`config.mk`:
```
export PLATFORM = sky130hd
export DESIGN_NAME = branch_predictor
export DESIGN_NICKNAME = d
export VERILOG_FILES = /design/src/rtl/branch_predictor.sv
export SDC_FILE = /design/constraint.sdc
export NUM_CORES = 2
export LEC_CHECK = 0
export ABC_AREA = 1
export CORE_AREA = 2 2 429 431
export CTS_CLUSTER_SIZE = 20
export DETAILED_ROUTE_END_ITERATION = 6
export DIE_AREA = 0 0 431 433
export PLACE_DENSITY = 0.55
export SYNTH_ARGS = -nofsm -noshare
export SYNTH_HDL_FRONTEND = slang
export SYNTH_SLANG_ARGS = --single-unit
```
`constraint.sdc`:
```
create_clock -name clk -period 51.9 [get_ports clk]
set_input_delay 10.38 -clock clk [delete_from_list [all_inputs] [get_ports clk]]
set_output_delay 10.38 -clock clk [all_outputs]
set_load 0.005 [all_outputs]
```
`src/rtl/branch_predictor.sv`:
```
// -----------------------------------------------------------------------------
// branch_predictor
//
// Dynamic branch predictor for the five-stage pipelined MIPS core. It is a
// direct-mapped branch target buffer (BTB) with a 2-bit saturating counter per
// entry. The fetch PC is looked up combinationally to produce a predicted next
// PC. The branch outcome resolved in D is compared against the prediction that
// travelled with the instruction. On a mismatch, `restart` redirects fetch and
// flushes F/D and the D->X control registers.
//
// Optional feature macro: BP_STATS_EN
//   When defined, the stat_branches / stat_mispredicts counter ports exist.
//
// Ports
//   clk              core clock
//   reset            asynchronous, active-high reset
//   pc_f             current fetch PC
//   stall_f          F stage held upstream (lookup is stateless, so unused here)
//   stall_d          D stage held: no resolution and no table update
//   predict_taken_f  BTB hit with a counter in a taken state
//   predict_pc_f     predicted next fetch PC
//   branch_d         instruction in D is a conditional branch
//   taken_d          resolved branch outcome
//   branch_target_d  computed branch target in D
//   restart          misprediction detected in D
//   restart_pc       correct next PC for the instruction in D
//   stat_branches    (BP_STATS_EN) resolved branch count, wraps at 2^32
//   stat_mispredicts (BP_STATS_EN) restart count, wraps at 2^32
// -----------------------------------------------------------------------------
module branch_predictor #(
    parameter int INDEX_BITS = 4
) (
    input  logic        clk,
    input  logic        reset,
    input  logic [31:0] pc_f,
    input  logic        stall_f,
    input  logic        stall_d,
    output logic        predict_taken_f,
    output logic [31:0] predict_pc_f,
    input  logic        branch_d,
    input  logic        taken_d,
    input  logic [31:0] branch_target_d,
    output logic        restart,
    output logic [31:0] restart_pc
`ifdef BP_STATS_EN
    ,
    output logic [31:0] stat_branches,
    output logic [31:0] stat_mispredicts
`endif
);

    localparam int ENTRIES = 1 << INDEX_BITS;
    localparam int TAG_W   = 30 - INDEX_BITS;

    typedef logic [INDEX_BITS-1:0] idx_t;
    typedef logic [TAG_W-1:0]      tag_t;

    // Two-bit saturating counter step.
    function automatic logic [1:0] sat_ctr(input logic [1:0] ctr, input logic up);
        logic [1:0] res;
        if (up) begin
            res = (ctr == 2'b11) ? 2'b11 : ctr + 2'b01;
        end else begin
            res = (ctr == 2'b00) ? 2'b00 : ctr - 2'b01;
        end
        return res;
    endfunction

    // BTB storage
    logic        valid_q  [ENTRIES];
    logic        valid_d  [ENTRIES];
    tag_t        tag_q    [ENTRIES];
    tag_t        tag_d    [ENTRIES];
    logic [31:0] target_q [ENTRIES];
    logic [31:0] target_d [ENTRIES];
    logic [1:0]  ctr_q    [ENTRIES];
    logic [1:0]  ctr_d    [ENTRIES];

    // F->D record. rec_valid marks a real instruction; a flushed or reset
    // bubble has rec_valid=0 and can never raise restart.
    logic        rec_valid_q, rec_valid_d;
    logic [31:0] rec_pc_q, rec_pc_d;
    logic        rec_pred_taken_q, rec_pred_taken_d;
    logic [31:0] rec_pred_pc_q, rec_pred_pc_d;

    // Lookup / resolution / write signals
    idx_t        idx_f, idx_dec;
    tag_t        tag_f, tag_dec;
    logic        hit_f, hit_dec;
    logic [31:0] pc_plus4_dec, actual_pc;
    logic        resolve_en;
    logic        wr_en, wr_valid;
    tag_t        wr_tag;
    logic [31:0] wr_target;
    logic [1:0]  wr_ctr;

    // stall_f only holds the upstream PC register; the lookup is purely
    // combinational, so repeating it with the same pc_f gives the same answer.
    logic unused_stall_f;
    assign unused_stall_f = stall_f;

    // Fetch-side lookup and next-PC prediction.
    always_comb begin
        idx_f           = pc_f[INDEX_BITS+1:2];
        tag_f           = pc_f[31:INDEX_BITS+2];
        hit_f           = valid_q[idx_f] && (tag_q[idx_f] == tag_f);
        predict_taken_f = hit_f && ctr_q[idx_f][1];
        if (predict_taken_f) begin
            predict_pc_f = target_q[idx_f];
        end else begin
            predict_pc_f = pc_f + 32'd4;
        end
    end

    // D-stage resolution against the prediction carried in the record.
    always_comb begin
        idx_dec      = rec_pc_q[INDEX_BITS+1:2];
        tag_dec      = rec_pc_q[31:INDEX_BITS+2];
        hit_dec      = valid_q[idx_dec] && (tag_q[idx_dec] == tag_dec);
        pc_plus4_dec = rec_pc_q + 32'd4;
        if (taken_d) begin
            actual_pc = branch_target_d;
        end else begin
            actual_pc = pc_plus4_dec;
        end
        resolve_en = !stall_d && rec_valid_q;
        if (!resolve_en) begin
            restart = 1'b0;
        end else if (branch_d) begin
            restart = (rec_pred_pc_q != actual_pc);
        end else begin
            // Non-branch that was predicted taken: fetch went down a bogus path.
            restart = rec_pred_taken_q;
        end
        if (branch_d) begin
            restart_pc = actual_pc;
        end else begin
            restart_pc = pc_plus4_dec;
        end
    end

    // Next value of the F->D record.
    always_comb begin
        if (restart) begin
            rec_valid_d      = 1'b0;
            rec_pc_d         = 32'd0;
            rec_pred_taken_d = 1'b0;
            rec_pred_pc_d    = 32'd0;
        end else if (!stall_d) begin
            rec_valid_d      = 1'b1;
            rec_pc_d         = pc_f;
            rec_pred_taken_d = predict_taken_f;
            rec_pred_pc_d    = predict_pc_f;
        end else begin
            rec_valid_d      = rec_valid_q;
            rec_pc_d         = rec_pc_q;
            rec_pred_taken_d = rec_pred_taken_q;
            rec_pred_pc_d    = rec_pred_pc_q;
        end
    end

    // Single BTB write per cycle, addressed by the instruction in D.
    always_comb begin
        wr_en     = 1'b0;
        wr_valid  = valid_q[idx_dec];
        wr_tag    = tag_q[idx_dec];
        wr_target = target_q[idx_dec];
        wr_ctr    = ctr_q[idx_dec];
        if (!resolve_en) begin
            wr_en = 1'b0;
        end else if (branch_d) begin
            wr_en    = 1'b1;
            wr_valid = 1'b1;
            wr_tag   = tag_dec;
            if (hit_dec) begin
                wr_ctr = sat_ctr(ctr_q[idx_dec], taken_d);
                if (taken_d) begin
                    wr_target = branch_target_d;
                end else begin
                    wr_target = target_q[idx_dec];
                end
            end else begin
                // Allocate with a weak bias toward the observed outcome.
                wr_ctr    = taken_d ? 2'b10 : 2'b01;
                wr_target = branch_target_d;
            end
        end else if (rec_pred_taken_q) begin
            wr_en    = 1'b1;
            wr_valid = 1'b0;
        end else begin
            wr_en = 1'b0;
        end
    end

    // Next-state of every BTB entry.
    always_comb begin
        for (int i = 0; i < ENTRIES; i++) begin
            if (wr_en && (idx_dec == idx_t'(i))) begin
                valid_d[i]  = wr_valid;
                tag_d[i]    = wr_tag;
                target_d[i] = wr_target;
                ctr_d[i]    = wr_ctr;
            end else begin
                valid_d[i]  = valid_q[i];
                tag_d[i]    = tag_q[i];
                target_d[i] = target_q[i];
                ctr_d[i]    = ctr_q[i];
            end
        end
    end

    // BTB registers.
    always_ff @(posedge clk or posedge reset) begin
        if (reset) begin
            for (int i = 0; i < ENTRIES; i++) begin
                valid_q[i]  <= 1'b0;
                tag_q[i]    <= {TAG_W{1'b0}};
                target_q[i] <= 32'd0;
                ctr_q[i]    <= 2'b01;
            end
        end else begin
            for (int i = 0; i < ENTRIES; i++) begin
                valid_q[i]  <= valid_d[i];
                tag_q[i]    <= tag_d[i];
                target_q[i] <= target_d[i];
                ctr_q[i]    <= ctr_d[i];
            end
        end
    end

    // F->D record registers.
    always_ff @(posedge clk or posedge reset) begin
        if (reset) begin
            rec_valid_q      <= 1'b0;
            rec_pc_q         <= 32'd0;
            rec_pred_taken_q <= 1'b0;
            rec_pred_pc_q    <= 32'd0;
        end else begin
            rec_valid_q      <= rec_valid_d;
            rec_pc_q         <= rec_pc_d;
            rec_pred_taken_q <= rec_pred_taken_d;
            rec_pred_pc_q    <= rec_pred_pc_d;
        end
    end

`ifdef BP_STATS_EN
    logic [31:0] stat_branches_q, stat_branches_d;
    logic [31:0] stat_mispredicts_q, stat_mispredicts_d;

    // Statistics counter next-state; both wrap naturally.
    always_comb begin
        if (resolve_en && branch_d) begin
            stat_branches_d = stat_branches_q + 32'd1;
        end else begin
            stat_branches_d = stat_branches_q;
        end
        if (restart) begin
            stat_mispredicts_d = stat_mispredicts_q + 32'd1;
        end else begin
            stat_mispredicts_d = stat_mispredicts_q;
        end
    end

    // Statistics counter registers.
    always_ff @(posedge clk or posedge reset) begin
        if (reset) begin
            stat_branches_q    <= 32'd0;
            stat_mispredicts_q <= 32'd0;
        end else begin
            stat_branches_q    <= stat_branches_d;
            stat_mispredicts_q <= stat_mispredicts_d;
        end
    end

    assign stat_branches    = stat_branches_q;
    assign stat_mispredicts = stat_mispredicts_q;
`else
    // Statistics counters are not built; prediction behaviour is unchanged.
`endif

endmodule

```
---- Yosys cells after proc, flatten, opt, wreduce, memory -nomap -nowiden ----
Index checks and enable logic that the tools add are counted.
storage, ports and cells
  register bits after elaboration ......... 1042
  logic and storage cells ................. 175
  output and inout port bits .............. 66
  input bits .............................. 70
operators by class
  reductions and logical operators ........ 23
  bitwise operators ....................... 2
  $add $sub $neg .......................... 4
  magnitude comparators ................... 2
  equality and inequality tests ........... 20
  mux-type cells .......................... 56
operators by type and width
  operator                 number
  $mux W32                 15
  $bmux W32 S4             2
  $bmux W26 S4             2
  $mux W26                 6
  $add A32 B3 Y32 const B  2
  $eq A26 B26 Y1           2
  $eq A4 B4 Y1 const B     8
  $ne A32 B32 Y1           1
  $mux W2                  11
  $logic_and A1 B1 Y1      20
  $bmux W2 S4              2
  $eq A4 B3 Y1 const B     4
  $mux W1                  16
  $ge A5 B5 Y1 const B     2
  $not A4 Y5               2
  $bmux W1 S4              2
  $eq A4 B2 Y1 const B     2
  $eq A4 B1 Y1 const B     1
  $logic_not A4 Y1         1
  $add A2 B1 Y2 const B    1
  $eq A2 B2 Y1 const B     1
  $logic_not A2 Y1         1
  $ne A2 B1 Y1 const B     1
  $sub A2 B1 Y2 const B    1
  $logic_not A1 Y1         1

---- Depth between registers and ports, before layout ----
  depth in word-level cells ............... 10
  gate-level depth with buffers ........... 25
  depth with buffers taken out ............ 21

---- Worst setup path after synthesis ----
Ideal clock, no wire load.
  path kind ............................... in2out
  start ................................... input port pc_f[2]
  end ..................................... output port predict_pc_f[29]
  arrival ................................. 12.431 ns
  slack ................................... 29.089 ns
  cell stages on the path ................. 15
  path through ............................ buf_2 -> inv_2 -> buf_2 -> buf_2 -> nor3_1 -> nand3_1 -> nor2_1 -> nand4_1 -> nor3_2 -> nand2_1 -> nor2_1 -> nand3_1 -> nand2_1 -> nand3_1 -> nand2_1
on the way
  word-level cells in the longest chain between the ends .. 8
  elaborated cells between the ends (all ways) .. 18
  those cells by class .................... 1 x add/sub; 1 x eq/ne; 13 x mux; 1 x bitwise; 2 x reduce/logical
ends and longest elaborated chain
  element                                      RTL line       RTL
  from (decl)                                  35             input logic [31:0] pc_f,
  $not A4 Y5 (implied by the code)             106, 107, 109
  $bmux W26 S4                                 106            hit_f = valid_q[idx_f] && (tag_q[idx_f] == tag_f);
  $mux W26 (implied by the code) (2 in a row)  106
  $eq A26 B26 Y1                               106
  $logic_and A1 B1 Y1                          106
  $logic_and A1 B1 Y1                          107            predict_taken_f = hit_f && ctr_q[idx_f][1];
  $mux W32 (*)                                 108            if (predict_taken_f) begin
  to (decl)                                    39             output logic [31:0] predict_pc_f,
Every way passes the cells marked *; elsewhere a longest branch is shown, timed or not. The select of a mux whose other input is x is not followed.

---- Final worst setup path ----
  start ................................... input port pc_f[4]
  end ..................................... output port predict_pc_f[19]
Same word-level chain as after synthesis.

==> results.toml <==
[setup_path]
crit_top_cell = "nand2_1"
endpoint_kind = "output pin"
critPathLaunchType = "input port"
cp_max_fo = 48
cp_slowest_stage_delay_ns = 0.89
critPathBufInv = 6
cp_cell_sequence = "buf_4 > buf_4 > nand2_1 > inv_4 > buf_4 > nand2_1 > nand2_1 > inv_1 > nand2_1 > nand2_1 > nand2_1 > nand2_1 > nor2_1 > nand3_1 > nor2_4 > nand2_1 > o21ai_0 > clkdlybuf4s50_1"
crit_type = "input port to output pin"
worstPathRequired_ns = 41.52
arrival_ns = 16.81
crit_family = "buffers and inverters"
slowest_stage = "buf_4"

[timing]
finalSetupViolCount = 0
tns_ns = 0
rsz0062_at_grt = "no"
whs_ns = 0.4651
min_period_over_period_pct = 52.38
worst_pin_slew_ns = 1.306
clock.fmax_mhz = 36.78
hold_violations = 0
post-route-min-period_ns = 27.19
report.final.slew_viol_count = 0
max_slew_margin_pct = 12.91
clock_skew_ns = 0.05784

[routing]
drt_iter0_markers = 8694
vias = 65668
drtPass1Iterations = 7
via_per_inst = 5.626
wirelength_um = 279200
wl_per_cell_um = 23.92
ant_nets = 0
drc_errors = 0

[global_route]
grt_pass1_wl_um = 408300
grt_remaining_overflow = 0
grt_usage_pct = 29.06
grt_max_degree = 182
antenna_found_initial = 15
grt_pass1_vias = 60350

[die]
pin_count = 136
dieArea_mm2 = 0.1866
die_w_um = 431
coreArea_mm2 = 0.1821
initial_core_util_pct = 34.73
core.rowCount = 157
die_y_um = 433

[yosys]
synth_async_sr_flop_share_pct = 100.0
yosys_warnings = 0
syn_area_mm2 = 0.06325
synth.area.top_cells = "dfrtp_1 41%, nand2_1 20%, o21ai_0 9.9%"
synth.largest_area_cell = "dfrtp_1"
synth_edf_count = 0
synth_ff_type = "dfrtp_1"
synthesis.nets = 9591
ys_seq_elements = 1042
synth_area_per_cell_um2 = 6.646
synthDistinctLibCells = 37
syn_inst = 9516
synth-seq-area-share_pct = 41.26
netlist.area_leader.share_pct = 40.60

[layout]
multi_input_area_mm2 = 0.03161
num-fill-cells = 19270
drive_gt1_share_pct = 5.159
fin_area_mm2 = 0.06989
area_growth_pct = 10.51
fin_nets = 9259
register_area_mm2 = 0.02610

[clocking]
cts_max_path_buffers = 3
clock_sinks = 1042
postCtsHoldBufs = 0
insertion_delay_ns = 0.79
cts_tree = "built"
h-tree-depth = 3
cts_resized = 0
cts_root_buffer = "clkbuf_16"
clkSlewWorstSetupHoldPaths_ns = 0.06
cts_setup_buffers = 0
cts_inserted_buffers = 117

[placed_design]
port_buffers = 134
gp_congestion = 0.9926
placed_area_mm2 = 0.06587
hpwlAfterDp_um = 163800

[hold_path]
hp-class = "flop to flop"

[run]
maxCapViolCount = 0

[power]
power.total_mw = 2.762
peakVddDrop_uv = 29.84
pwr_density_cell_mw_per_mm2 = 39.51
leakage_nw = 34.38

[status]
status = "finished clean"
registers in the layout, indices dropped and copies added (netlist names):
| register | count |
|---|---|
| target_q | 512 |
| tag_q | 416 |
| ctr_q | 32 |
| rec_pc_q | 32 |
| rec_pred_pc_q | 32 |
| valid_q | 16 |
| rec_pred_taken_q | 1 |
| rec_valid_q | 1 |
Yosys cell counts (35+ instances only):
master and instances:
nor2_1 563, a21oi_1 300, buf_1 50, buf_2 191, o21ai_0 1252, o211ai_1 136
dfrtp_1 1026, nand3_1 1150, clkbuf_1 466, a221oi_1 35, nand2_1 3322, o21ai_1 43
inv_1 697
final timing paths:
path,start,endpoint,slack (ns),cells after the start
setup / recovery,pc_f[4],predict_pc_f[19],24.71,18
hold / removal,ctr_q[12]$_DFFE_PP1P_,ctr_q[12]$_DFFE_PP1P_,0.47,2
setup reg to reg,rec_pc_q[2]$_DFFE_PP0P_,target_q[201]$_DFFE_PP0P_,44.40,22
hold reg to reg,ctr_q[12]$_DFFE_PP1P_,ctr_q[12]$_DFFE_PP1P_,0.47,2
max in group asynchronous,reset,rec_pred_pc_q[19]$_DFFE_PP0P_,37.90,6
min in group asynchronous,reset,target_q[86]$_DFFE_PP0P_,10.11,2
worst reg2reg max path: cells and delay by family, from the launching register on:
family                 cells  cell delay (ns)
flip-flops                 1             0.76
buffers and inverters      5             3.75
AND/OR/NAND/NOR           17             2.90
per-stage QoR:
step / worst slack [ns] / util, % / cells
2_1_floorplan: 12.22 / - / 9516
3_3_place_gp: 25.03 / 36.17 / 11450
3_5_place_dp: 25.02 / 36.17 / 11450
4_1_cts: 25.01 / 38.38 / 11669
5_1_grt: 24.78 / 38.38 / 11671
6_report: 24.71 / 38.38 / 11672
where the power goes:
group          switching (mW)  leakage, nW  total [mW]  internal (mW)
sequential              0.137         13.5        1.15           1.01
combinational           0.497         18.9       0.735          0.238
clock                   0.372         1.99       0.880          0.508
total                    1.01         34.4        2.76           1.75
cell type report:
class                      count  share of cell area (%)
antenna                        3                 0.01074
clock buffer                 178                   5.063
clock inverter                41                  0.6874
inverter                     710                   3.922
multi-input combinational   7040                   45.22
sequential                  1042                   37.35
tap                         2385                   4.270
timing repair buffer         273                   3.480
layer usage:
layer	global-route usage, %	part of all wire, %
met5	0	0.038
met4	14.96	5.8
met3	5.869	9.6
met2	44.99	44
met1	38.38	40
layout by cell type (no fill, tap or decap), types with 20 or more instances in the layout:
| cell type | n |
|---|---|
| clkbuf_16 | 118 |
| nand4_1 | 20 |
| nand3_2 | 32 |
| inv_4 | 21 |
| nor2_1 | 544 |
| nor2_4 | 22 |
| a21oi_1 | 300 |
| o211ai_1 | 136 |
| a22o_1 | 32 |
| clkinv_2 | 25 |
| nand2_2 | 33 |
| clkdlybuf4s50_1 | 129 |
| a221oi_1 | 35 |
| inv_1 | 679 |
| clkbuf_8 | 36 |
| o21ai_0 | 1244 |
| nand3_1 | 1150 |
| dfrtp_1 | 1024 |
| buf_4 | 136 |
| clkbuf_1 | 24 |
| a31oi_1 | 25 |
| o21ai_1 | 51 |
| nand2_1 | 3321 |
| xor2_1 | 26 |
cells by family after synthesis:
group	Yosys count	synth area share (%)
AND/OR/NAND/NOR	5172	33.70
flip-flops	1042	41.26
AO/OA/AOI/OAI	1835	15.54
XOR/XNOR	28	0.3878
adder cells (fa/ha/maj)	5	0.09892
buffers and inverters	1434	9.019
Note: power is estimated with default switching activity, not from simulation.
